[src/rtl/piso_serializer_pkg.sv]
// Shared types and sizing helpers for the PISO serializer and its companion receiver.
package piso_pkg;

  // Frame state: waiting for a word, or shifting one out.
  typedef enum logic [0:0] {
    IDLE  = 1'b0,
    SHIFT = 1'b1
  } piso_state_t;

  // Bit-counter width needed to count 0..width-1.
  function automatic int cnt_width(input int width);
    return $clog2(width);
  endfunction

endpackage

[src/rtl/piso_serializer_bit_counter.sv]
// Loadable up-counter with clear, enable and a terminal-count flag at WIDTH-1.
// Priority: reset > clear > load > enable.
module piso_bit_counter
  import piso_pkg::*;
#(
  parameter int WIDTH = 8
) (
  input  logic                        clk,
  input  logic                        reset,
  input  logic                        i_clr,
  input  logic                        i_load,
  input  logic [cnt_width(WIDTH)-1:0] i_load_val,
  input  logic                        i_en,
  output logic [cnt_width(WIDTH)-1:0] o_cnt,
  output logic                        o_tc
);

  localparam int CNT_W = cnt_width(WIDTH);
  localparam logic [CNT_W-1:0] LAST_CNT = CNT_W'(WIDTH - 1);

  logic [CNT_W-1:0] r_cnt;

  // Counter register: clear wins over load, load wins over increment.
  always_ff @(posedge clk) begin
    if (reset) begin
      r_cnt <= {CNT_W{1'b0}};
    end else if (i_clr) begin
      r_cnt <= {CNT_W{1'b0}};
    end else if (i_load) begin
      r_cnt <= i_load_val;
    end else if (i_en) begin
      r_cnt <= r_cnt + CNT_W'(1);
    end else begin
      r_cnt <= r_cnt;
    end
  end

  assign o_cnt = r_cnt;
  assign o_tc  = (r_cnt == LAST_CNT);

endmodule

[src/rtl/piso_serializer.sv]
// Parallel-in, serial-out transmitter: takes a WIDTH-bit word over valid/ready
// and drives it out one bit per shift_en tick. The last-bit tick doubles as an
// accept slot so back-to-back words leave no idle gap on the line.
module piso_serializer
  import piso_pkg::*;
#(
  parameter int WIDTH     = 8,
  parameter bit LSB_FIRST = 1'b1
) (
  input  logic             clk,
  input  logic             reset,
  input  logic             load_valid,
  output logic             load_ready,
  input  logic [WIDTH-1:0] load_data,
  input  logic             shift_en,
  output logic             ser_out,
  output logic             ser_valid,
  output logic             ser_last,
  output logic             busy
);

  localparam int CNT_W = cnt_width(WIDTH);

  piso_state_t      r_state;
  piso_state_t      w_state_nxt;
  logic [WIDTH-1:0] r_shreg;
  logic [CNT_W-1:0] w_cnt;
  logic             w_tc;
  logic             w_ready_raw;
  logic             w_accept;
  logic             w_tick;
  logic             w_advance;
  logic             w_end_idle;
  logic             w_out_bit;

  assign w_tick     = (r_state == SHIFT) && shift_en;
  assign w_accept   = load_valid && load_ready;
  assign w_advance  = w_tick && !w_tc;
  assign w_end_idle = w_tick && w_tc && !load_valid;

  // Next-state and accept-window decode.
  always_comb begin
    w_state_nxt = r_state;
    w_ready_raw = 1'b0;
    case (r_state)
      IDLE: begin
        w_ready_raw = 1'b1;
        if (load_valid) begin
          w_state_nxt = SHIFT;
        end else begin
          w_state_nxt = IDLE;
        end
      end
      SHIFT: begin
        if (shift_en && w_tc) begin
          w_ready_raw = 1'b1;
          if (load_valid) begin
            w_state_nxt = SHIFT;
          end else begin
            w_state_nxt = IDLE;
          end
        end else begin
          w_state_nxt = SHIFT;
        end
      end
      default: begin
        w_state_nxt = IDLE;
        w_ready_raw = 1'b0;
      end
    endcase
  end

  // Ready is masked by reset so nothing is accepted on a reset edge.
  always_comb begin
    if (reset) begin
      load_ready = 1'b0;
    end else begin
      load_ready = w_ready_raw;
    end
  end

  // State register.
  always_ff @(posedge clk) begin
    if (reset) begin
      r_state <= IDLE;
    end else begin
      r_state <= w_state_nxt;
    end
  end

  // Shift register: load on accept, otherwise shift toward the output end on each tick.
  always_ff @(posedge clk) begin
    if (reset) begin
      r_shreg <= {WIDTH{1'b0}};
    end else if (w_accept) begin
      r_shreg <= load_data;
    end else if (w_tick) begin
      if (LSB_FIRST) begin
        r_shreg <= {1'b0, r_shreg[WIDTH-1:1]};
      end else begin
        r_shreg <= {r_shreg[WIDTH-2:0], 1'b0};
      end
    end else begin
      r_shreg <= r_shreg;
    end
  end

  // Bit position within the frame; cleared on a new word and when the frame ends.
  piso_bit_counter #(
    .WIDTH (WIDTH)
  ) u_bit_counter (
    .clk        (clk),
    .reset      (reset),
    .i_clr      (w_accept || w_end_idle),
    .i_load     (1'b0),
    .i_load_val ({CNT_W{1'b0}}),
    .i_en       (w_advance),
    .o_cnt      (w_cnt),
    .o_tc       (w_tc)
  );

  // Output-end bit of the shift register, selected by bit order.
  always_comb begin
    if (LSB_FIRST) begin
      w_out_bit = r_shreg[0];
    end else begin
      w_out_bit = r_shreg[WIDTH-1];
    end
  end

  // Serial line outputs, all derived from registered state; line is 0 when idle.
  always_comb begin
    if (r_state == SHIFT) begin
      ser_out   = w_out_bit;
      ser_valid = 1'b1;
      ser_last  = (w_cnt == CNT_W'(WIDTH - 1));
    end else begin
      ser_out   = 1'b0;
      ser_valid = 1'b0;
      ser_last  = 1'b0;
    end
  end

  assign busy = ser_valid;

endmodule
[config.mk]
export PLATFORM = sky130hd
export DESIGN_NAME = piso_serializer
export DESIGN_NICKNAME = d
export VERILOG_FILES = /design/src/rtl/piso_serializer_pkg.sv /design/src/rtl/piso_serializer_bit_counter.sv /design/src/rtl/piso_serializer.sv
export SDC_FILE = /design/constraint.sdc
export NUM_CORES = 1
export LEC_CHECK = 0
export CORE_AREA = 4 4 41 43
export CTS_CLUSTER_DIAMETER = 120
export DETAILED_ROUTE_END_ITERATION = 10
export DIE_AREA = 0 0 45 47
export DONT_BUFFER_PORTS = 1
export PLACE_DENSITY = 0.71
export SETUP_SLACK_MARGIN = 0.02
export SYNTH_ARGS = -nofsm -noshare
export SYNTH_HDL_FRONTEND = slang
export SYNTH_SLANG_ARGS = --single-unit
[constraint.sdc]
create_clock -name clk -period 1.5 [get_ports clk]
set_clock_uncertainty 0.15 [all_clocks]
set_input_delay 0.3 -clock clk [delete_from_list [all_inputs] [get_ports clk]]
set_output_delay 0.3 -clock clk [all_outputs]
set_load 0.005 [all_outputs]
# Word-level counts from Yosys, hierarchy flattened
# Index checks and enable logic that the tools add are counted.
# word_totals
ff_bits	12
in_bits	12
out_inout_bits	5
wordCells	28
# classes
n_addsub	1
n_eq_ne	1
n_mux	11
bitwise_logic	1
reduce_logical	11
# ops
operator	n
$mux 8	2
$mux 1	7
$logic_and 1x1->1	6
$pmux 1 s2	2
$add 3x1->3 const B	1
$eq 3x3->1 const B	1
$logic_not 1->1	2
$reduce_bool 2->1	1
$reduce_or 2->1	1
$logic_or 1x1->1	1
$not 1->1	1

# Longest topological paths before layout
# depth
ltp_word	8
mapped_depth	6
depth_no_buf	5

# Hierarchy
# From an unflattened synthesis, not the netlist that was laid out.
# hier_totals
hier_cells	75
area_unflattened_um2	708.2
# modules_own_cells
module	instances	cells_per_inst	area_per_inst_um2	seq_area_each_um2
piso_serializer	1	60	539.3	180.2
piso_bit_counter	1	15	168.9	60.1

# Least setup slack after synthesis
# No wires, ideal clock.
# synth_path
path_kind	reg-to-reg
from	reg u_bit_counter.r_cnt[0], in the netlist u_bit_counter.o_cnt[0]
to	reg r_shreg[0]
setup_ns	0.133
arrival_time_ns	1.369
required_ns	1.217
path_slack_ns	-0.152
stages_incl_launch_ff	7
n_path_buf	1
cell_sequence	dfxtp_1 -> ha_1 -> ha_1 -> a21bo_4 -> buf_6 -> a221oi_2 -> a311oi_1
# synth_via
elab_chain_cells	7
elab_cells_between_ends	8
classes_between	eq/ne (1); mux (4); reduce/logical (3)
# synth_rtl
element	line	source
start, declared	piso_serializer_bit_counter.sv:21	logic [CNT_W-1:0] r_cnt;
start signal, assigned	piso_serializer_bit_counter.sv:26	r_cnt <= {CNT_W{1'b0}};
start signal, assigned	piso_serializer_bit_counter.sv:28	r_cnt <= {CNT_W{1'b0}};
start signal, assigned	piso_serializer_bit_counter.sv:30	r_cnt <= i_load_val;
$eq 3x3->1 (*)	piso_serializer_bit_counter.sv:39	assign o_tc = (r_cnt == LAST_CNT);
$logic_and 1x1->1 (*)	piso_serializer.sv:55	if (shift_en && w_tc) begin
$mux 1 (*)	piso_serializer.sv:55	
$pmux 1 s2 (*)	piso_serializer.sv:45	case (r_state)
$mux 1 (*)	piso_serializer.sv:75	if (reset) begin
$logic_and 1x1->1 (*)	piso_serializer.sv:37	assign w_accept = load_valid && load_ready;
$mux 8 / $reduce_bool 2->1 (equally long branches)	n/a	
end signal, assigned	piso_serializer.sv:94	r_shreg <= {WIDTH{1'b0}};
end signal, assigned	piso_serializer.sv:96	r_shreg <= load_data;
end signal, assigned	piso_serializer.sv:99	r_shreg <= {1'b0, r_shreg[WIDTH-1:1]};
end, declared	piso_serializer.sv:26	logic [WIDTH-1:0] r_shreg;
# Mark *: on every way between the ends. The rest lies on a longest branch, timed or not.
# A chain may end at the register's enable or synchronous reset.

# Worst setup path after layout
# layout_path
from	reg u_bit_counter.r_cnt[1], in the netlist u_bit_counter.o_cnt[1]
to	out ser_last
# layout_via
elab_chain_cells	2
# layout_rtl
element	line	source
$eq 3x3->1	piso_serializer.sv:136	ser_last = (w_cnt == CNT_W'(WIDTH - 1));
$mux 1	piso_serializer.sv:133	if (r_state == SHIFT) begin
end, declared	piso_serializer.sv:18	output logic ser_last,
# No other way between the ends.

==> results.md <==
* Status: finished, violations left
* Failing checks: setup timing
* Synth warn at 0
* Setup TNS at -0.7403 ns
* Total track usage at 0.1521
* Final hold violations at 0
* Layout cells sized above 1 at 0.3472
* Final setup margin at -0.1341 ns
* Remaining DRCs at 0
* Fillcell total at 113
* CTS Buf Count at 3
* Routed Antenna Nets at 0
* Max-slew violations at 0
* Commonest non-fill, non-tap cell in the layout: dfxtp_1
* Mapped Cells at 69
* Largest net degree at the start of global routing at 15
* Worst hold path type: input pin to flop
* Synthesized cell area at 650.6 µm²
* Least-Margin Pin Slew at 0.3682 ns
* Root buf cell: clkbuf_4
* Nets at 88
* Count of cell types in the netlist at 22
* Period utilisation layout at 1.089
* Fmax at 0.6120 GHz
* Crit path max fanout at 4
* Critical Path RT at 1.05 ns
* Clk pin slew, worst setup/hold paths at 0.07 ns
* Drt total wl at 1.320 mm
* Final instance area at 785.8 µm²
* Synth Flop Type: dfxtp_1
* Post-synth EDFFs at 0
* Vias at 522
* Drt pass-1 iters at 4
* Static Leak at 0.0003371 µW
* Initial antenna violation count at 0
* Core area at 1301 µm²
* Util after Layout at 0.6038
* Critical Path End Type: output port
* Global-route wire length before repair at 2.366 mm
* Die Y at 47 µm
* Global route total overflow at 0
* FP Rows at 13
* MaxCap Viol Count at 0
* Top post-synthesis cells by area: dfxtp_1 (37%), a311oi_1 (9.4%), a221oi_1 (6.7%)
* Vias in the first global route at 564
* CP arrival at 1.18 ns
* Final setup violating endpoints at 10
* VDD IR max at 0.0004594 V
* Post-DR wirelength/cell at 15.17 µm
* CTS sink cnt at 12
* Post-synth top area share at 0.3692
* Final Non-Filler Cells at 87
* Initial Utilization at 0.5000
* TritonCTS clock tree: yes
* Die Area at 2115 µm²
* Slew HR at 0.7540
* R2R cell count at 6
* Ant diodes at 0
* Seq cells post-synth at 12
* Chip width at 45 µm
* Tmin final at 1.634 ns
* Vias per cell at 6.000
* Area growth, synth to finish at 20.77%
* Power Density at 835.6 nW/µm²
* Largest area contributor in the netlist: dfxtp_1
* Unrepaired setup endpoints after global routing: true
* I/O Pins at 17
* Placed Cells incl. Taps at 81
* Area after DPL at 681.9 µm²
* Crit Path Class: flop to output port
* Hold Crit Depth at 2
* Worst-case clock buffer depth at 2
* Crit start category: flop
* Fraction of registers with async set/reset at 0
* Port Buf Inserts at 0
* Post-Syn Nets at 83
* Htree depth at 1
* Avg Cell Area, Syn at 9.429 µm²
* Sequential fraction of the synthesis area at 0.3692
* Global placement routability congestion at 0.7297
* Clk Latency, worst-skew pair at 0.26 ns
* DP HPWL at 894.9 µm
* Initial DRC Count at 8
[state kept, by name, summed over array words and instances, names as in the netlist]
register and count:
r_state 1, u_bit_counter.o_cnt 3, r_shreg 8
[cell usage after synthesis (all sizes together), types with 2 or more instances]
cell	instances
mux2i	3
nor2	7
inv	8
and2	2
a221oi	7
buf	6
dfxtp	12
a311oi	7
ha	2
and3	7
[through the flow]
step / worst slack [ns] / hold slack [ns] / power [µW]
floorplan: -0.03230 / 0.2956 / 448.4
global placement: -0.05939 / 0.2244 / 447.2
detailed placement: -0.07157 / 0.2258 / 448.7
CTS: -0.1438 / 0.006557 / 668.9
global route: -0.1869 / 0.04164 / 700.9
finish: -0.1341 / 0.01503 / 656.6
[worst paths after layout]
check / startpoint / to / slack (ns)
hold / removal: load_valid / r_state / 0.02
hold reg to reg: r_shreg[7] / r_shreg[7] / 0.35
setup / recovery: u_bit_counter.o_cnt[1] / ser_last / -0.13
setup reg to reg: u_bit_counter.o_cnt[1] / r_shreg[7] / -0.08
[layout make-up]
cell class	count	area, µm²	share of cell area
clock buffer	3	22.52	0.02866
inverter	8	30.03	0.03822
multi-input combinational	42	405.4	0.5159
sequential	12	244.0	0.3105
tap	15	18.77	0.02389
timing repair buffer	7	65.06	0.08280
[worst max-delay path, stage by stage (launching register included)]
cell     delay, ns
dfxtp_2       0.34
ha_4          0.16
ha_4          0.17
and2_4        0.16
buf_6         0.11
[report_power, final]
| group | switching, µW | internal, µW | total, µW |
|---|---|---|---|
| Clock | 93.2 | 92.5 | 186 |
| Sequential | 15.6 | 340 | 355 |
| Combinational | 52.4 | 63.0 | 115 |
[metal layers]
metal,vias up,share of wire,global-route usage
li1,264,-,-
met1,238,0.47,0.2018
met2,18,0.45,0.2316
met3,2,0.073,0.03831
met4,0,0.0091,0.07018
met5,-,0,0
[cell families (layout without fill, tap and decap cells)]
| logic type | count (synthesis) | in the layout | synth area share |
|---|---|---|---|
| and+or+nand+nor | 18 | 18 | 0.1442 |
| DFF | 12 | 12 | 0.3692 |
| xor gates and xnor gates | 1 | 1 | 0.01346 |
| muxes | 3 | 3 | 0.04616 |
| AOI/OAI and AO/OA | 18 | 18 | 0.2731 |
| buffers and inverters | 15 | 18 | 0.1154 |
| adders and majority gates | 2 | 2 | 0.03846 |
[what timing repair did]
action	in CTS	in global routing
pin swaps	2	5
resized for setup	10	2
hold buffers	2	0
setup endpoints to repair	14	13
setup buffers	1	0
cloned	0	0
endpoints found under the hold margin	9	0
Note: power is estimated with default switching activity, not from simulation.
